**config.mk**
```make
export PLATFORM = sky130hd
export DESIGN_NAME = abr_prim_fifo_sync_lvl
export DESIGN_NICKNAME = d
export VERILOG_FILES = /design/src/rtl/abr_prim_util_pkg.sv /design/src/rtl/abr_prim_fifo_sync_lvl_assert.sv /design/src/rtl/abr_prim_fifo_sync_lvl_ctrl.sv /design/src/rtl/abr_prim_fifo_sync_lvl.sv
export SDC_FILE = /design/constraint.sdc
export NUM_CORES = 1
export LEC_CHECK = 0
export CELL_PAD_IN_SITES_DETAIL_PLACEMENT = 1
export CELL_PAD_IN_SITES_GLOBAL_PLACEMENT = 1
export CORE_MARGIN = 3
export CORE_UTILIZATION = 45
export CTS_CLUSTER_DIAMETER = 40
export DETAILED_ROUTE_END_ITERATION = 6
export PLACE_DENSITY_LB_ADDON = 0.08
export RECOVER_POWER = 50
export SLEW_MARGIN = 20
export SYNTH_ARGS = -nofsm -noshare
export SYNTH_HDL_FRONTEND = slang
export SYNTH_SLANG_ARGS = --single-unit
export TNS_END_PERCENT = 5
```
**constraint.sdc**
```tcl
create_clock -name clk_i -period 3.9 [get_ports clk_i]
set_input_delay 0.585 -clock clk_i [delete_from_list [all_inputs] [get_ports clk_i]]
set_output_delay 0.585 -clock clk_i [all_outputs]
set_load 0.03 [all_outputs]
```
**src/rtl/abr_prim_util_pkg.sv**
```systemverilog
// Shared sizing and pointer helpers for the Adams Bridge primitive library.
//   vbits(v)          : bits needed to index v distinct values, never less than 1
//   fifo_ptr_w(depth) : FIFO read/write pointer width
//   fifo_lvl_w(depth) : FIFO occupancy width, able to hold 0..depth
//   ptr_inc(ptr,depth): pointer increment that wraps from depth-1 to 0 for any depth
package abr_prim_util_pkg;

  function automatic int vbits(input int value);
    if (value <= 32'sd1) begin
      return 32'sd1;
    end else begin
      return $clog2(value);
    end
  endfunction

  function automatic int fifo_ptr_w(input int depth);
    return vbits(depth);
  endfunction

  function automatic int fifo_lvl_w(input int depth);
    return vbits(depth + 32'sd1);
  endfunction

  // The wrap is explicit so that non-power-of-2 depths never address past the last entry.
  function automatic int ptr_inc(input int ptr, input int depth);
    if (ptr >= depth - 32'sd1) begin
      return 32'sd0;
    end else begin
      return ptr + 32'sd1;
    end
  endfunction

endpackage

```
**src/rtl/abr_prim_fifo_sync_lvl_assert.sv**
```systemverilog
// Property checker for abr_prim_fifo_sync_lvl. Properties are compiled in only
// when ABR_INC_ASSERT is defined.
// Ports: clk_i, rst_i, level_i (occupancy), rvalid_i / rdata_i (read side).
module abr_prim_fifo_sync_lvl_assert
  import abr_prim_util_pkg::*;
#(
  parameter int Width         = 32,
  parameter int Depth         = 4,
  parameter int AlmostFullTh  = Depth - 1,
  parameter int AlmostEmptyTh = 1,
  localparam int LvlW         = fifo_lvl_w(Depth)
) (
  input logic             clk_i,
  input logic             rst_i,
  input logic [LvlW-1:0]  level_i,
  input logic             rvalid_i,
  input logic [Width-1:0] rdata_i
);

`ifdef ABR_INC_ASSERT
  level_le_depth_a: assert property (@(posedge clk_i) disable iff (rst_i)
    int'(level_i) <= Depth);

  params_legal_a: assert property (@(posedge clk_i)
    (Depth >= 1) && (AlmostFullTh <= Depth) && (AlmostEmptyTh <= Depth));

  rdata_known_a: assert property (@(posedge clk_i) disable iff (rst_i)
    rvalid_i |-> !$isunknown(rdata_i));
`else
  logic unused_s;
  assign unused_s = ^{clk_i, rst_i, level_i, rvalid_i, rdata_i};
`endif

endmodule

```
**src/rtl/abr_prim_fifo_sync_lvl_ctrl.sv**
```systemverilog
// Control half of the synchronous level FIFO: pointers, occupancy level,
// registered status flags and sticky error flags. The storage array lives in the parent.
// Ports:
//   clk_i, rst_i (sync, active high), clr_i (sync flush, errors kept)
//   wvalid_i / wready_o      : write handshake
//   rvalid_o / rready_i      : read handshake (rvalid_o includes the fall-through bypass)
//   bypass_o                 : head is taken straight from the write port this cycle
//   head_valid_o             : storage holds at least one entry (registered)
//   we_o, waddr_o, raddr_o   : storage write enable and addresses
//   level_o, full_o, almost_full_o, almost_empty_o : registered occupancy status
//   err_ovf_o, err_udf_o     : sticky overflow / underflow
module abr_prim_fifo_sync_lvl_ctrl
  import abr_prim_util_pkg::*;
#(
  parameter int Depth         = 4,
  parameter bit FallThrough   = 1'b0,
  parameter int AlmostFullTh  = Depth - 1,
  parameter int AlmostEmptyTh = 1,
  localparam int PtrW         = fifo_ptr_w(Depth),
  localparam int LvlW         = fifo_lvl_w(Depth)
) (
  input  logic            clk_i,
  input  logic            rst_i,
  input  logic            clr_i,
  input  logic            wvalid_i,
  output logic            wready_o,
  output logic            rvalid_o,
  input  logic            rready_i,
  output logic            bypass_o,
  output logic            head_valid_o,
  output logic            we_o,
  output logic [PtrW-1:0] waddr_o,
  output logic [PtrW-1:0] raddr_o,
  output logic [LvlW-1:0] level_o,
  output logic            full_o,
  output logic            almost_full_o,
  output logic            almost_empty_o,
  output logic            err_ovf_o,
  output logic            err_udf_o
);

  localparam logic AfRst = (AlmostFullTh == 0) ? 1'b1 : 1'b0;

  logic [PtrW-1:0] wptr_q, wptr_d, rptr_q, rptr_d;
  logic [LvlW-1:0] level_q, level_d;
  logic            head_valid_q, head_valid_d;
  logic            full_q, full_d;
  logic            af_q, af_d;
  logic            ae_q, ae_d;
  logic            ovf_q, ovf_d;
  logic            udf_q, udf_d;

  logic bypass_s, rvalid_s, wready_s, write_s, read_s, store_wr_s, mem_rd_s;

  // With Depth=1 the only legal address is 0, so the pointer never moves.
  function automatic logic [PtrW-1:0] ptr_next(input logic [PtrW-1:0] ptr);
    if (Depth == 1) begin
      return {PtrW{1'b0}};
    end else begin
      return PtrW'(ptr_inc(int'(ptr), Depth));
    end
  endfunction

  // Handshake decode: bypass detection, accepted write/read, storage-side effects.
  always_comb begin
    bypass_s   = 1'b0;
    wready_s   = 1'b0;
    if (FallThrough) begin
      bypass_s = !head_valid_q && wvalid_i;
    end else begin
      bypass_s = 1'b0;
    end
    rvalid_s = head_valid_q || bypass_s;
    if (FallThrough && full_q) begin
      wready_s = rready_i;
    end else begin
      wready_s = !full_q;
    end
    // A write into a full FIFO is still taken when the head leaves in the same
    // cycle; the level is then unchanged and the new word queues behind the rest.
    write_s    = wvalid_i && (!full_q || (rready_i && head_valid_q));
    read_s     = rvalid_s && rready_i;
    // A bypassed word is consumed straight from the write port and never stored.
    store_wr_s = write_s && !(bypass_s && rready_i);
    mem_rd_s   = read_s && !bypass_s;
  end

  // Next-state for pointers, level, error flags and the level-derived status.
  always_comb begin
    wptr_d  = wptr_q;
    rptr_d  = rptr_q;
    level_d = level_q;
    ovf_d   = ovf_q || (wvalid_i && !write_s);
    udf_d   = udf_q || (rready_i && !rvalid_s);
    if (clr_i) begin
      wptr_d  = {PtrW{1'b0}};
      rptr_d  = {PtrW{1'b0}};
      level_d = {LvlW{1'b0}};
    end else begin
      if (store_wr_s) begin
        wptr_d = ptr_next(wptr_q);
      end else begin
        wptr_d = wptr_q;
      end
      if (mem_rd_s) begin
        rptr_d = ptr_next(rptr_q);
      end else begin
        rptr_d = rptr_q;
      end
      case ({store_wr_s, mem_rd_s})
        2'b10:   level_d = level_q + LvlW'(1);
        2'b01:   level_d = level_q - LvlW'(1);
        default: level_d = level_q;
      endcase
    end
    head_valid_d = (level_d != {LvlW{1'b0}});
    full_d       = (int'(level_d) == Depth);
    af_d         = (int'(level_d) >= AlmostFullTh);
    ae_d         = (int'(level_d) <= AlmostEmptyTh);
  end

  // State registers with synchronous reset; errors are cleared only here.
  always_ff @(posedge clk_i) begin
    if (rst_i) begin
      wptr_q       <= {PtrW{1'b0}};
      rptr_q       <= {PtrW{1'b0}};
      level_q      <= {LvlW{1'b0}};
      head_valid_q <= 1'b0;
      full_q       <= 1'b0;
      af_q         <= AfRst;
      ae_q         <= 1'b1;
      ovf_q        <= 1'b0;
      udf_q        <= 1'b0;
    end else begin
      wptr_q       <= wptr_d;
      rptr_q       <= rptr_d;
      level_q      <= level_d;
      head_valid_q <= head_valid_d;
      full_q       <= full_d;
      af_q         <= af_d;
      ae_q         <= ae_d;
      ovf_q        <= ovf_d;
      udf_q        <= udf_d;
    end
  end

  assign wready_o       = wready_s;
  assign rvalid_o       = rvalid_s;
  assign bypass_o       = bypass_s;
  assign head_valid_o   = head_valid_q;
  assign we_o           = store_wr_s && !clr_i && !rst_i;
  assign waddr_o        = wptr_q;
  assign raddr_o        = rptr_q;
  assign level_o        = level_q;
  assign full_o         = full_q;
  assign almost_full_o  = af_q;
  assign almost_empty_o = ae_q;
  assign err_ovf_o      = ovf_q;
  assign err_udf_o      = udf_q;

endmodule

```
**src/rtl/abr_prim_fifo_sync_lvl.sv**
```systemverilog
// Single-clock FIFO with occupancy level, almost-full/almost-empty thresholds,
// optional fall-through head and sticky overflow/underflow flags.
// Ports:
//   clk_i, rst_i (sync, active high), clr_i (sync flush, errors kept)
//   wvalid_i, wready_o, wdata_i : write side
//   rvalid_o, rready_i, rdata_o : read side, rdata_o is 0 whenever rvalid_o is low
//   level_o, full_o, almost_full_o, almost_empty_o : occupancy status
//   err_ovf_o, err_udf_o        : sticky error flags, cleared only by rst_i
module abr_prim_fifo_sync_lvl
  import abr_prim_util_pkg::*;
#(
  parameter int Width         = 32,
  parameter int Depth         = 4,
  parameter bit FallThrough   = 1'b0,
  parameter int AlmostFullTh  = Depth - 1,
  parameter int AlmostEmptyTh = 1
) (
  input  logic                          clk_i,
  input  logic                          rst_i,
  input  logic                          clr_i,
  input  logic                          wvalid_i,
  output logic                          wready_o,
  input  logic [Width-1:0]              wdata_i,
  output logic                          rvalid_o,
  input  logic                          rready_i,
  output logic [Width-1:0]              rdata_o,
  output logic [fifo_lvl_w(Depth)-1:0]  level_o,
  output logic                          full_o,
  output logic                          almost_full_o,
  output logic                          almost_empty_o,
  output logic                          err_ovf_o,
  output logic                          err_udf_o
);

  localparam int PtrW = fifo_ptr_w(Depth);
  // Storage is sized to the full pointer range so every pointer value indexes
  // a real element; entries at Depth and above are never written.
  localparam int MemDepth = 2 ** PtrW;

  logic [Width-1:0] mem_q [MemDepth];
  logic             we_s, bypass_s, head_valid_s;
  logic [PtrW-1:0]  waddr_s, raddr_s;

  abr_prim_fifo_sync_lvl_ctrl #(
    .Depth         (Depth),
    .FallThrough   (FallThrough),
    .AlmostFullTh  (AlmostFullTh),
    .AlmostEmptyTh (AlmostEmptyTh)
  ) u_ctrl (
    .clk_i          (clk_i),
    .rst_i          (rst_i),
    .clr_i          (clr_i),
    .wvalid_i       (wvalid_i),
    .wready_o       (wready_o),
    .rvalid_o       (rvalid_o),
    .rready_i       (rready_i),
    .bypass_o       (bypass_s),
    .head_valid_o   (head_valid_s),
    .we_o           (we_s),
    .waddr_o        (waddr_s),
    .raddr_o        (raddr_s),
    .level_o        (level_o),
    .full_o         (full_o),
    .almost_full_o  (almost_full_o),
    .almost_empty_o (almost_empty_o),
    .err_ovf_o      (err_ovf_o),
    .err_udf_o      (err_udf_o)
  );

  // Storage write port; contents are intentionally not reset.
  always_ff @(posedge clk_i) begin
    if (we_s) begin
      mem_q[waddr_s] <= wdata_i;
    end
  end

  // Head select: write port when bypassing, stored head otherwise, zero when empty.
  always_comb begin
    rdata_o = {Width{1'b0}};
    if (bypass_s) begin
      rdata_o = wdata_i;
    end else if (head_valid_s) begin
      rdata_o = mem_q[raddr_s];
    end else begin
      rdata_o = {Width{1'b0}};
    end
  end

  abr_prim_fifo_sync_lvl_assert #(
    .Width         (Width),
    .Depth         (Depth),
    .AlmostFullTh  (AlmostFullTh),
    .AlmostEmptyTh (AlmostEmptyTh)
  ) u_assert (
    .clk_i    (clk_i),
    .rst_i    (rst_i),
    .level_i  (level_o),
    .rvalid_i (rvalid_o),
    .rdata_i  (rdata_o)
  );

endmodule

```
==> summary.md <==
| Metric | Value |
|---|---|
| Wire length of the first global-routing pass | `16.2 mm` |
| Vias per Instance | `5.24` |
| Die footprint | `13600 µm²` |
| Startpoint type of the worst setup path | `input port` |
| Switching pwr | `0.700 mW` |
| Total power consumption of the routed design | `3.56 mW` |
| Post-DRT Antenna Nets | `0` |
| WP data required | `4.26 ns` |
| Initial antenna violation count | `1` |
| Worst Hold Class | `flop to flop` |
| Reg2Reg Capture Point | `u_ctrl.full_o` |
| Drt first pass iters | `4` |
| Sequential standard cell area | `4150 µm²` |
| Depth of the worst register-to-register path | `9` |
| Min-Delay Startpoint | `u_ctrl.err_udf_o` |
| Share of total power in combinational logic | `6.4%` |
| Vias in the first global route | `2981` |
| Final worst path period share | `84.1%` |
| Leakage power | `2.37 nW` |
| Row count | `39` |
| Number of library cell types mapped by synthesis | `29` |
| Synth Cell Area | `5520 µm²` |
| Time the worst path needs with I/O delays and setup | `3.28 ns` |
| Ant. Diodes | `0` |
| Inserted Clock Buffers | `17` |
| Run status | `finished, final reports clean` |
| Worst Skew | `0.00879 ns` |
| Area fraction of the dominant cell type after synthesis | `69.7%` |
| CP Class | `input port to flop` |
| Compound-Gate Fraction of Synth Area | `1.13%` |
| Fraction of layout instances using a drive strength above 1 | `18.7%` |
| Initial Utilization | `47.1%` |
| Critical register-to-register path startpoint | `u_ctrl.head_valid_o` |
| Count of cells along the worst hold path | `2` |
| R2R Setup Slk | `1.05 ns` |
| Via count of the routed design | `2712` |
| Area used by multi-input combinational logic | `1250 µm²` |
| Sum of routed wire length over all layers | `10.5 mm` |
| Fill count | `1049` |
| Worst IR Drop VDD | `0.000394 V` |
| First-iteration detailed-routing DRC count | `193` |
| Worst path arrival time | `3.64 ns` |
| RSZ-0062 raised after global routing | `no` |
| Hold Fails Final Rpt | `0` |
| Endpoint of the worst hold-timing path | `u_ctrl.err_udf_o` |
| Overflow after GRT | `0` |
| Endpoint kind of the worst setup timing path | `flop` |
| Sequential power share | `47.7%` |
| Clock share of power | `45.9%` |
| Clock Root Buffer | `sky130_fd_sc_hd__clkbuf_16` |
| Share of the yosys chip area belonging to registers | `75.1%` |
| Setup violators final | `0` |
| Max Cap Viol | `0` |
| Max Slew Vio Count | `0` |
| Core ar. | `11700 µm²` |
| Dominant combinational cell family by area after synthesis | `multiplexers` |
| Flops & latches, synth | `143` |
| Setup fix buffers added after clock tree synthesis | `0` |
| Net count reported at finish | `406` |
| Port Buf Inserts | `78` |
| Post-route cell area | `7050 µm²` |
| Synth Warn # | `0` |
| Headroom to the max-slew limit | `41.4%` |
| Total routing usage reported by global routing | `16.8%` |
| Hold buffer count at CTS | `0` |
| Residual DRC count | `0` |
| Final estimated routing congestion in global placement | `0.718` |
| Share of synthesized cell area in full adder, half adder and majority cells | `1.72%` |
| Number of nets produced by synthesis | `313` |
| Largest net degree at the start of global routing | `35` |
| Synthesized area per cell | `20.5 µm²` |
| Relative area change from synthesis to final layout | `27.7%` |
| Maximum clock frequency | `0.305 GHz` |
| CTS Sinks | `143` |
| Die boundary height | `117 µm` |
| Die outline width | `117 µm` |
| Clock tree from TritonCTS | `yes` |
| Hpwl dp | `6.35 mm` |
| Cell taking the most area after synthesis | `sky130_fd_sc_hd__edfxtp_1` |
| Post-Synthesis Cells | `269` |
| Area post-placement | `6450 µm²` |
| Simple logic cell fraction of the synthesized area | `5.74%` |
| Multiplexer share of the synthesized area | `13.7%` |
| Critical-path maximum fanout | `7` |
| Switching share of total power | `19.7%` |
| Reg clk slew, reported paths | `0.05 ns` |
| Pwr Density | `505 nW/µm²` |
| Internal power of the cells | `2.86 mW` |
| Post-synthesis share of cell area spent on xor and xnor gates | `0.317%` |
| Clock insertion delay at the later pin of the skew report | `0.42 ns` |
| Top Ports | `79` |
| Post-cts gate resize count | `0` |
| Main area contributors after synthesis | `sky130_fd_sc_hd__edfxtp_1 70%, sky130_fd_sc_hd__mux4_2 12%, sky130_fd_sc_hd__dfxtp_1 5.4%` |
| Setup total negative slack | `0 ns` |
| Clock H-tree levels | `4` |
| Largest buffer count on any clock path | `2` |
| Routed wirelength normalized by instance count | `20.2 µm` |
| Slew at the pin closest to its max-slew limit | `0.879 ns` |
## cell type report
class | instances | area share (%)
sequential | 143 | 58.9
inverter | 6 | 0.320
clock inverter | 7 | 1.56
timing repair buffer | 85 | 12.0
multi-input combinational | 109 | 17.7
clock buffer | 25 | 7.03
tap | 143 | 2.54
## through the flow
step	hold slack [ns]	worst slack, ns	std cells	util [%]
final	0.470	0.621	518	60.2
after global placement	0.461	0.736	486	55.1
after CTS	0.484	0.554	518	60.2
after global routing	0.529	0.430	518	60.2
after detailed placement	0.466	0.671	486	55.1
after floorplan	0.454	1.34	269	-
## placed cells by master, fill, tap and decap left out, types with 2 or more instances in the layout
cell type and count:
sky130_fd_sc_hd__a21oi_1 3, sky130_fd_sc_hd__and2_1 32, sky130_fd_sc_hd__and3_2 3, sky130_fd_sc_hd__buf_4 5
sky130_fd_sc_hd__bufinv_16 3, sky130_fd_sc_hd__clkbuf_1 5, sky130_fd_sc_hd__clkbuf_16 17, sky130_fd_sc_hd__clkbuf_8 4
sky130_fd_sc_hd__clkdlybuf4s50_1 36, sky130_fd_sc_hd__clkinv_2 4, sky130_fd_sc_hd__dfxtp_1 13, sky130_fd_sc_hd__dfxtp_2 2
sky130_fd_sc_hd__dlygate4sd3_1 42, sky130_fd_sc_hd__edfxtp_1 128, sky130_fd_sc_hd__ha_1 6, sky130_fd_sc_hd__inv_1 6
sky130_fd_sc_hd__mux2i_1 3, sky130_fd_sc_hd__mux4_1 2, sky130_fd_sc_hd__mux4_2 30, sky130_fd_sc_hd__nand2_1 3
sky130_fd_sc_hd__nor2_1 11, sky130_fd_sc_hd__nor3b_1 2, sky130_fd_sc_hd__or3_1 2
## metal layers
layer / vias up / GRT usage [%] / part of all wire [%]
met3: 11 / 7.51 / 5.5
li1: 1248 / - / -
met4: 2 / 6.35 / 1.1
met2: 71 / 26.8 / 51
met5: - / 0 / 0.12
met1: 1380 / 20.2 / 42
## worst max-delay path by stage
stage,from,end,depth (start not counted)
3_5_place_dp,rready_i,u_ctrl.full_o,10
5_1_grt,rready_i,u_ctrl.full_o,10
3_3_place_gp,rready_i,u_ctrl.full_o,10
4_1_cts,flop,rdata_o[19],4
2_1_floorplan,u_ctrl.head_valid_o,u_ctrl.full_o,9
6_report,rready_i,u_ctrl.full_o,10
## power groups by stage
stage          registers (mW)  clock network [mW]  logic (mW)
6_report                 1.70                1.64       0.227
5_1_grt                  1.70                1.74       0.244
4_1_cts                  1.70                1.67       0.240
3_5_place_dp             1.73                   0       0.238
3_3_place_gp             1.73                   0       0.234
2_1_floorplan            1.74                   0       0.113
## worst max-delay path: stages
cell                            delay [ns]
sky130_fd_sc_hd__dlygate4sd3_1        0.56
sky130_fd_sc_hd__nand2_1              0.14
sky130_fd_sc_hd__a21boi_0             0.72
sky130_fd_sc_hd__inv_1                0.10
sky130_fd_sc_hd__ha_1                 0.25
sky130_fd_sc_hd__fa_1                 0.38
sky130_fd_sc_hd__xnor2_1              0.15
sky130_fd_sc_hd__or3_1                0.33
sky130_fd_sc_hd__a21oi_2              0.24
sky130_fd_sc_hd__o31a_1               0.17
## cells by family (layout without fill, tap and decap cells)
| kind of cell | count (synthesis) | count (layout) |
|---|---|---|
| compound gates | 9 | 9 |
| xor+xnor | 2 | 2 |
| fa+ha+maj | 7 | 7 |
| buf+inv | 17 | 123 |
| flops | 143 | 143 |
| mux | 35 | 35 |
| simple gates | 56 | 56 |
## Yosys cell counts
| master | n |
|---|---|
| sky130_fd_sc_hd__a21boi_2 | 1 |
| sky130_fd_sc_hd__a21o_1 | 1 |
| sky130_fd_sc_hd__a21oi_1 | 3 |
| sky130_fd_sc_hd__a21oi_2 | 1 |
| sky130_fd_sc_hd__a31oi_1 | 1 |
| sky130_fd_sc_hd__and2_1 | 32 |
| sky130_fd_sc_hd__and3_1 | 4 |
| sky130_fd_sc_hd__buf_12 | 3 |
| sky130_fd_sc_hd__buf_2 | 3 |
| sky130_fd_sc_hd__buf_6 | 1 |
| sky130_fd_sc_hd__clkbuf_1 | 4 |
| sky130_fd_sc_hd__dfxtp_1 | 15 |
| sky130_fd_sc_hd__edfxtp_1 | 128 |
| sky130_fd_sc_hd__fa_1 | 1 |
| sky130_fd_sc_hd__ha_1 | 6 |
| sky130_fd_sc_hd__inv_1 | 6 |
| sky130_fd_sc_hd__mux2i_1 | 3 |
| sky130_fd_sc_hd__mux4_1 | 2 |
| sky130_fd_sc_hd__mux4_2 | 30 |
| sky130_fd_sc_hd__nand2_1 | 3 |
| sky130_fd_sc_hd__nor2_1 | 11 |
| sky130_fd_sc_hd__nor3_1 | 1 |
| sky130_fd_sc_hd__nor3b_1 | 2 |
| sky130_fd_sc_hd__o21ai_0 | 1 |
| sky130_fd_sc_hd__o31a_1 | 1 |
| sky130_fd_sc_hd__or2_1 | 1 |
| sky130_fd_sc_hd__or3_1 | 2 |
| sky130_fd_sc_hd__xnor2_1 | 1 |
| sky130_fd_sc_hd__xor2_1 | 1 |
## flip-flops by register name (all words and copies together) (netlist names), named ones only
register / flops
u_ctrl.err_ovf_o: 1
u_ctrl.head_valid_o: 1
u_ctrl.raddr_o: 2
u_ctrl.waddr_o: 2
u_ctrl.level_o: 3
u_ctrl.almost_empty_o: 1
u_ctrl.full_o: 1
mem_q: 128
u_ctrl.almost_full_o: 1
u_ctrl.err_udf_o: 1
No activity file was read; power rests on OpenSTA's default activity.
